**src/rtl/ml_bit_packer_if.sv**
```systemverilog
// Bit-stream input and packed-group output handshakes of ml_bit_packer.
// master = demodulator/host side, slave = packer side.
interface ml_bit_packer_if #(
  parameter int LLR_W = 8,
  parameter int DEPTH = 16
);
  logic                       i_vld;
  logic                       o_rdy;
  logic                       i_hard_bit;
  logic [LLR_W-1:0]           i_llr;
  logic                       o_vld;
  logic                       i_rdy;
  logic [7:0]                 o_hb;
  logic [8*LLR_W-1:0]         o_llr;
  logic [$clog2(DEPTH):0]     o_level;

  modport master (
    output i_vld, i_hard_bit, i_llr, i_rdy,
    input  o_rdy, o_vld, o_hb, o_llr, o_level
  );

  modport slave (
    input  i_vld, i_hard_bit, i_llr, i_rdy,
    output o_rdy, o_vld, o_hb, o_llr, o_level
  );
endinterface

```
**src/rtl/ml_bit_packer.sv**
```systemverilog
// Packs 8 serial demodulator bits (hard bit + LLR) into one group word and
// buffers completed groups in a show-ahead FIFO towards the host/decoder.
module ml_bit_packer #(
  parameter int LLR_W = 8,
  parameter int DEPTH = 16
) (
  input  logic           i_clk,
  input  logic           i_reset_n,
  input  logic           i_clr,
  ml_bit_packer_if.slave bus
);
  localparam int AW = $clog2(DEPTH);
  localparam int LW = AW + 1;
  localparam logic [LW-1:0] FULL = LW'(DEPTH);

  logic [2:0]          k;
  logic [AW-1:0]       wr_ptr;
  logic [AW-1:0]       rd_ptr;
  logic [LW-1:0]       level;
  logic [6:0]          asm_hb;
  logic [7*LLR_W-1:0]  asm_llr;
  logic [7:0]          mem_hb  [DEPTH];
  logic [8*LLR_W-1:0]  mem_llr [DEPTH];
  logic                accept;
  logic                push;
  logic                pop;

  assign bus.o_rdy   = (level != FULL) && i_reset_n && !i_clr;
  assign bus.o_vld   = (level != '0);
  assign bus.o_level = level;
  assign bus.o_hb    = bus.o_vld ? mem_hb[rd_ptr]  : '0;
  assign bus.o_llr   = bus.o_vld ? mem_llr[rd_ptr] : '0;

  assign accept = bus.i_vld && bus.o_rdy;
  assign push   = accept && (k == 3'd7);
  // Pops are suppressed during reset/clear so the pointers stay cleanly zeroed.
  assign pop    = bus.o_vld && bus.i_rdy && i_reset_n && !i_clr;

  always_ff @(posedge i_clk) begin
    if (!i_reset_n || i_clr) begin
      k      <= '0;
      wr_ptr <= '0;
      rd_ptr <= '0;
      level  <= '0;
    end else begin
      if (accept) k <= k + 3'd1;
      if (push)   wr_ptr <= wr_ptr + AW'(1);
      if (pop)    rd_ptr <= rd_ptr + AW'(1);
      if (push && !pop)
        level <= level + LW'(1);
      else if (pop && !push)
        level <= level - LW'(1);
    end
  end

  // Slot 7 is never stored: the 8th bit goes straight into the FIFO word.
  always_ff @(posedge i_clk) begin
    if (accept && (k != 3'd7)) begin
      for (int s = 0; s < 7; s++) begin
        if (k == 3'(s)) begin
          asm_hb[s]                   <= bus.i_hard_bit;
          asm_llr[s*LLR_W +: LLR_W]   <= bus.i_llr;
        end
      end
    end
    if (push) begin
      mem_hb[wr_ptr]  <= {bus.i_hard_bit, asm_hb};
      mem_llr[wr_ptr] <= {bus.i_llr, asm_llr};
    end
  end
endmodule

```
**src/flat_wrapper.sv**
```systemverilog
// flat-port wrapper written by rule: the top's interface ports become plain ports
module ml_bit_packer_flat 
#(
  parameter int LLR_W = 8,
  parameter int DEPTH = 16
)
  (i_clk, i_reset_n, i_clr, bus_i_vld, bus_i_hard_bit, bus_i_llr, bus_i_rdy, bus_o_rdy, bus_o_vld, bus_o_hb, bus_o_llr, bus_o_level);
  ml_bit_packer_if #(.LLR_W(LLR_W), .DEPTH(DEPTH)) bus_i ();
  input  logic i_clk;
  input  logic i_reset_n;
  input  logic i_clr;
  input wire logic [$bits(bus_i.i_vld)-1:0] bus_i_vld;
  input wire logic [$bits(bus_i.i_hard_bit)-1:0] bus_i_hard_bit;
  input wire logic [$bits(bus_i.i_llr)-1:0] bus_i_llr;
  input wire logic [$bits(bus_i.i_rdy)-1:0] bus_i_rdy;
  output wire logic [$bits(bus_i.o_rdy)-1:0] bus_o_rdy;
  output wire logic [$bits(bus_i.o_vld)-1:0] bus_o_vld;
  output wire logic [$bits(bus_i.o_hb)-1:0] bus_o_hb;
  output wire logic [$bits(bus_i.o_llr)-1:0] bus_o_llr;
  output wire logic [$bits(bus_i.o_level)-1:0] bus_o_level;
  assign bus_i.i_vld = bus_i_vld;
  assign bus_i.i_hard_bit = bus_i_hard_bit;
  assign bus_i.i_llr = bus_i_llr;
  assign bus_i.i_rdy = bus_i_rdy;
  assign bus_o_rdy = bus_i.o_rdy;
  assign bus_o_vld = bus_i.o_vld;
  assign bus_o_hb = bus_i.o_hb;
  assign bus_o_llr = bus_i.o_llr;
  assign bus_o_level = bus_i.o_level;
  ml_bit_packer #(.LLR_W(LLR_W), .DEPTH(DEPTH)) u_core (.i_clk(i_clk), .i_reset_n(i_reset_n), .i_clr(i_clr), .bus(bus_i));
endmodule
```
**config.mk**
```make
export PLATFORM = sky130hd
export DESIGN_NAME = ml_bit_packer_flat
export DESIGN_NICKNAME = d
export VERILOG_FILES = /design/src/rtl/ml_bit_packer_if.sv /design/src/rtl/ml_bit_packer.sv /design/src/flat_wrapper.sv
export SDC_FILE = /design/constraint.sdc
export NUM_CORES = 1
export LEC_CHECK = 0
export BUFFER_PORTS_ARGS = -buffer_cell sky130_fd_sc_hd__clkbuf_2
export CAP_MARGIN = 30
export CORE_UTILIZATION = 30
export DETAILED_ROUTE_END_ITERATION = 10
export SLEW_MARGIN = 40
export SYNTH_ARGS = -nofsm -noshare
export SYNTH_HDL_FRONTEND = slang
export SYNTH_SLANG_ARGS = --single-unit
```
**constraint.sdc**
```tcl
create_clock -name i_clk -period 9.4 [get_ports i_clk]
set_clock_uncertainty 0.2 [all_clocks]
set_input_delay 0.47 -clock i_clk [delete_from_list [all_inputs] [get_ports i_clk]]
set_output_delay 0.47 -clock i_clk [all_outputs]
set_load 0.01 [all_outputs]
```
Word level (Yosys, flattened, before mapping). Memory sizes are Yosys's and may differ from the RTL's. A register that Yosys moved wholly into a read port is not among the register bits. Cells that the tools add are included.

Register bits after elaboration: 79. RAM bits: 1152. Bits of input ports: 14. Output and inout port bits: 79. Word-level logic and storage cells: 69. Memories kept: 2.

Memory list: u_core.mem_llr (depth 16, bits a word 64, read ports 1, clocked after memory_dff 1, wr ports 1, RTL line ml_bit_packer.sv:23) `logic [8*LLR_W-1:0] mem_llr [DEPTH];`; u_core.mem_hb (depth 16, bits a word 8, read ports 1, clocked after memory_dff 1, wr ports 1, RTL line ml_bit_packer.sv:22) `logic [7:0] mem_hb [DEPTH];`.

Add/subtract/negate cells: 5. Equal/unequal tests: 9. Multiplexer cells: 10. Reduce and logical (&&, ||, !) cells: 25.

Operators with widths (count): $mux W64 (1); $mux W4 (4); $reduce_and A2 Y1 (7); $eq A3 B3 Y1 const B (4); $logic_and A1 B1 Y1 (10); $mux W5 (2); $add A4 B1 Y4 const B (2); $mux W8 (1); $eq A3 B2 Y1 const B (2); $add A5 B1 Y5 const B (1); $ne A5 B5 Y1 const B (1); $reduce_bool A5 Y1 (1); $sub A5 B1 Y5 const B (1); $logic_not A1 Y1 (4); $add A3 B1 Y3 const B (1); $eq A3 B1 Y1 const B (1); $logic_not A3 Y1 (1); $ne A3 B3 Y1 const B (1); $mux W1 (2); $reduce_bool A2 Y1 (1); $logic_or A1 B1 Y1 (1).

Longest topological paths before layout.
Word-level depth: 9. Mapped depth: 12. Depth with buffers taken out: 11.

Least setup slack after synthesis. No wires, ideal clock.

Path kind: register -> register. Start: reg u_core.k[0]. End: mem u_core.mem_hb[3][0] (enable). Setup time: 0.591 ns. Data arrival time: 6.274 ns. Data required time: 8.609 ns. Slack: 2.336 ns. Stages on the path, launching flop included: 8. Buffers on the path: 1. Period minus slack after synthesis: 7.064 ns. Path through: dfxtp_1 ha_1 ha_1 nand2_1 a211oi_1 clkbuf_1 nand2_1 nor3_1.

Longest elaborated chain between the ends: 4.

RTL lines: start, declared (RTL line ml_bit_packer.sv:16) `logic [2:0] k;`; start signal, assigned (RTL line ml_bit_packer.sv:46) `if (accept) k <= k + 3'd1;`; $eq A3 B3 Y1 (RTL line ml_bit_packer.sv:35) `assign push = accept && (k == 3'd7);`; $logic_and A1 B1 Y1 (RTL line ml_bit_packer.sv:35); $mux W1 (RTL line ml_bit_packer.sv:66) `if (push) begin`; $mux W1 (implied by the code) (RTL line ml_bit_packer.sv:67) `mem_hb[wr_ptr] <= {bus.i_hard_bit, asm_hb};`; end, declared (RTL line ml_bit_packer.sv:22).

Every way passes these cells.

Worst setup path after layout.
Start: reg u_core.level[0] (netlist: u_core.bus.o_level[0]). End: out bus_o_llr[63].

Longest elaborated chain between the ends: 2.

RTL lines: start, declared (RTL line ml_bit_packer.sv:19) `logic [LW-1:0] level;`; start signal, assigned (RTL line ml_bit_packer.sv:50) `level <= level + LW'(1);`; start signal, assigned (RTL line ml_bit_packer.sv:52) `level <= level - LW'(1);`; $reduce_bool A5 Y1 (RTL line ml_bit_packer.sv:29) `assign bus.o_vld = (level != '0);`; $mux W64 (RTL line ml_bit_packer.sv:32) `assign bus.o_llr = bus.o_vld ? mem_llr[rd_ptr] : '0;`; end, declared (RTL line flat_wrapper.sv:19) `output wire logic [$bits(bus_i.o_llr)-1:0] bus_o_llr;`.

Every way passes these cells.

==> summary.md <==
| Metric | Value |
|---|---|
| Max cap viols | `0` |
| Share of flip-flops with an asynchronous set or reset | `0%` |
| First-pass DRT Iterations | `8` |
| Multi-input logic area | `about 9400 µm²` |
| DRT iter0 DRCs | `around 1900` |
| WL per Instance | `26.55 µm` |
| Post-synth EDFFs | `1215` |
| Reg clk slew, reported paths | `roughly 0.060 ns` |
| Syn Area/Cell | `about 24 µm²` |
| Root Buffer | `clkbuf_16` |
| Sum Neg Setup Slack | `0 ns` |
| Yosys warnings | `0` |
| Hpwl dp | `59680 µm` |
| Dpl cell area | `~50000 µm²` |
| Clock Path Buffers | `3` |
| CP Launch Type | `register` |
| Fillers | `roughly 14000` |
| IO Port Bufs | `92` |
| Synthesized flop and latch total | `1235` |
| Vias in the first global route | `22587` |
| Syn Inst Count | `1964` |
| Starting Density | `30.26%` |
| Post-route ant nets | `0` |
| WS Path Type | `reg -> out` |
| TritonCTS clock tree | `yes` |
| Yosys cell types | `40` |
| Vias | `between 20000 and 25000` |
| Full die area | `157100 µm²` |
| Crit. End Element | `primary output` |
| First-pass GRT wire length | `161300 µm` |
| Share of cells above drive strength 1 | `30.78%` |
| Post-layout nets | `about 2200` |
| Class of the worst hold path | `in -> reg` |
| Syn nets | `1994` |
| Layout overhead on the synthesized area | `14.94%` |
| Crit path cell chain | `or4_4 -> o211ai_4 -> buf_8 -> buf_6 -> nor2b_1 -> a221o_1 -> clkbuf_2` |
| Fin crit share | `47.54%` |
| Final core occ | `34.78%` |
| Total congestion overflow | `0` |
| Seq/Total Area, Yosys | `79.03%` |
| CP max FO | `50` |
| Initial antenna violation count | `11` |
| Slowest stage delay, CP | `0.62 ns` |
| Total track usage | `14.35%` |
| Power per cell area | `just under 200 nW/µm²` |
| Flip-flop and latch area | `between 30000 and 40000 µm²` |
| Post-CTS Setup Bufs | `0` |
| DRT Wirelength | `113300 µm` |
| Crit-path slowest cell | `or4_4` |
| Die H | `~400 µm` |
| Most frequent cells in the layout | `edfxtp_1 (1215), mux4_2 (287), clkbuf_16 (120), clkbuf_2 (89), nor2b_1 (74)` |
| Core Region | `154200 µm²` |
| LEAKAGE | `0.01603 µW` |
| H-tree Lvls | `3` |
| Row count | `144` |
| Outcome | `finished, violations left` |
| DR vias/cell | `4.895` |
| Die width | `396.4 µm` |
| Commonest non-fill, non-tap cell in the layout | `edfxtp_1` |
| Mapped Area | `between 40000 and 50000 µm²` |
| Routability cong. | `around 0.71` |
| Crit path time final | `4.469 ns` |
| Final Hold Violating Endpoints | `0` |
| DRC Markers | `16` |
| Final setup violating endpoints | `0` |
| Cts repair resizes | `0` |
| WP data required | `8.73 ns` |
| Critical path arrival | `3.80 ns` |
| Hold_buf cts | `4` |
| CTS buffer count | `119` |
| Least-Margin Pin Slew | `around 0.85 ns` |
| Slew HR | `43.36%` |
| Unrepaired setup endpoints after global routing | `no` |
| Ports | `93` |
| Achievable frequency | `0.2238 GHz` |
| Clock Sinks | `1235` |
| Slew Limit Fails | `0` |
| Clk Latency, worst-skew pair | `0.72 ns` |
| Final instance area | `roughly 54000 µm²` |
| Violated checks | `DRC` |
| Largest net degree at the start of global routing | `102` |
| Worst VDD drop | `0.0001763 V` |
| Main flop type after synthesis | `edfxtp_1` |
[sequential cells by signal, summed over array words and instances, names as in the netlist, named ones only]
signal / flops
u_core.bus.o_level: 5
u_core.wr_ptr: 4
u_core.rd_ptr: 4
u_core.mem_hb: 128
u_core.mem_llr: 1024
u_core.k: 3
u_core.asm_hb: 7
u_core.asm_llr: 56
[layer usage]
layer / GRT usage (%) / part of all wire, %
met3: 2.571 / 6.2
met5: 0 / 0.052
met4: 4.109 / 2.0
met2: 24.99 / 51
met1: 18.20 / 40
[cell families after synthesis]
logic type	count (synthesis)	synth area share [%]
DFF	1235	79.03
muxes	364	15.69
xor gates and xnor gates	5	0.09385
AOI/OAI and AO/OA	92	1.828
and+or+nand+nor	141	1.764
buffers and inverters	111	1.139
adders and majority gates	16	0.4450
[worst max-delay path: cells and delay by family, from the launching register on]
kind / cells / cell delay [ns]
AOI/OAI and AO/OA: 2 / 0.85
buffers and inverters: 3 / 1.02
DFF: 1 / 0.40
and+or+nand+nor: 2 / 0.73
[path summary, 6_finish.rpt]
kind | from | end | slack, ns | depth (start not counted)
setup / recovery | u_core.bus.o_level[0] | bus_o_llr[63] | 4.93 | 7
hold / removal | bus_i_llr[5] | u_core.mem_llr[15][61] | 0.16 | 1
setup reg to reg | u_core.k[0] | u_core.mem_llr[1][42] | 5.83 | 7
hold reg to reg | u_core.k[1] | u_core.k[1] | 0.32 | 2
[synth_stat cells (12+ instances only)]
cell type  number  share of area, %
mux2_2         72               1.7
nand3_1        12              0.13
nor2b_1        75               1.0
mux4_2        287                14
and3_1         18              0.24
a221o_1        71               1.5
clkbuf_1       47              0.38
nor2_1         14              0.11
edfxtp_1     1215                78
buf_1          12             0.097
ha_1           15              0.40
dfxtp_1        20              0.86
buf_2          32              0.34
[report_power, final]
part	switching, µW	internal (µW)
clock	2010	2530
combinational	30.6	4.62
sequential	5.78	5980
[cell type report]
cell class | count | share of cell area, %
clock buffer | 150 | 5.864
tap | 2044 | 4.768
clock inverter | 70 | 1.026
sequential | 1235 | 68.79
multi-input combinational | 618 | 17.45
timing repair buffer | 139 | 2.029
antenna | 1 | 0.004665
inverter | 10 | 0.06998
[through the flow]
stage          power, µW  setup slack (ns)  hold WS [ns]  cells
2_1_floorplan       6102             2.336        0.2658   1964
3_3_place_gp        6132             5.243        0.2774   4030
3_5_place_dp        6135             5.672        0.3019   4040
4_1_cts            10640             4.872        0.1302   4264
5_1_grt            10830             4.762        0.1445   4266
6_report           10550             4.931        0.1636   4267
No activity file was read; power rests on OpenSTA's default activity.
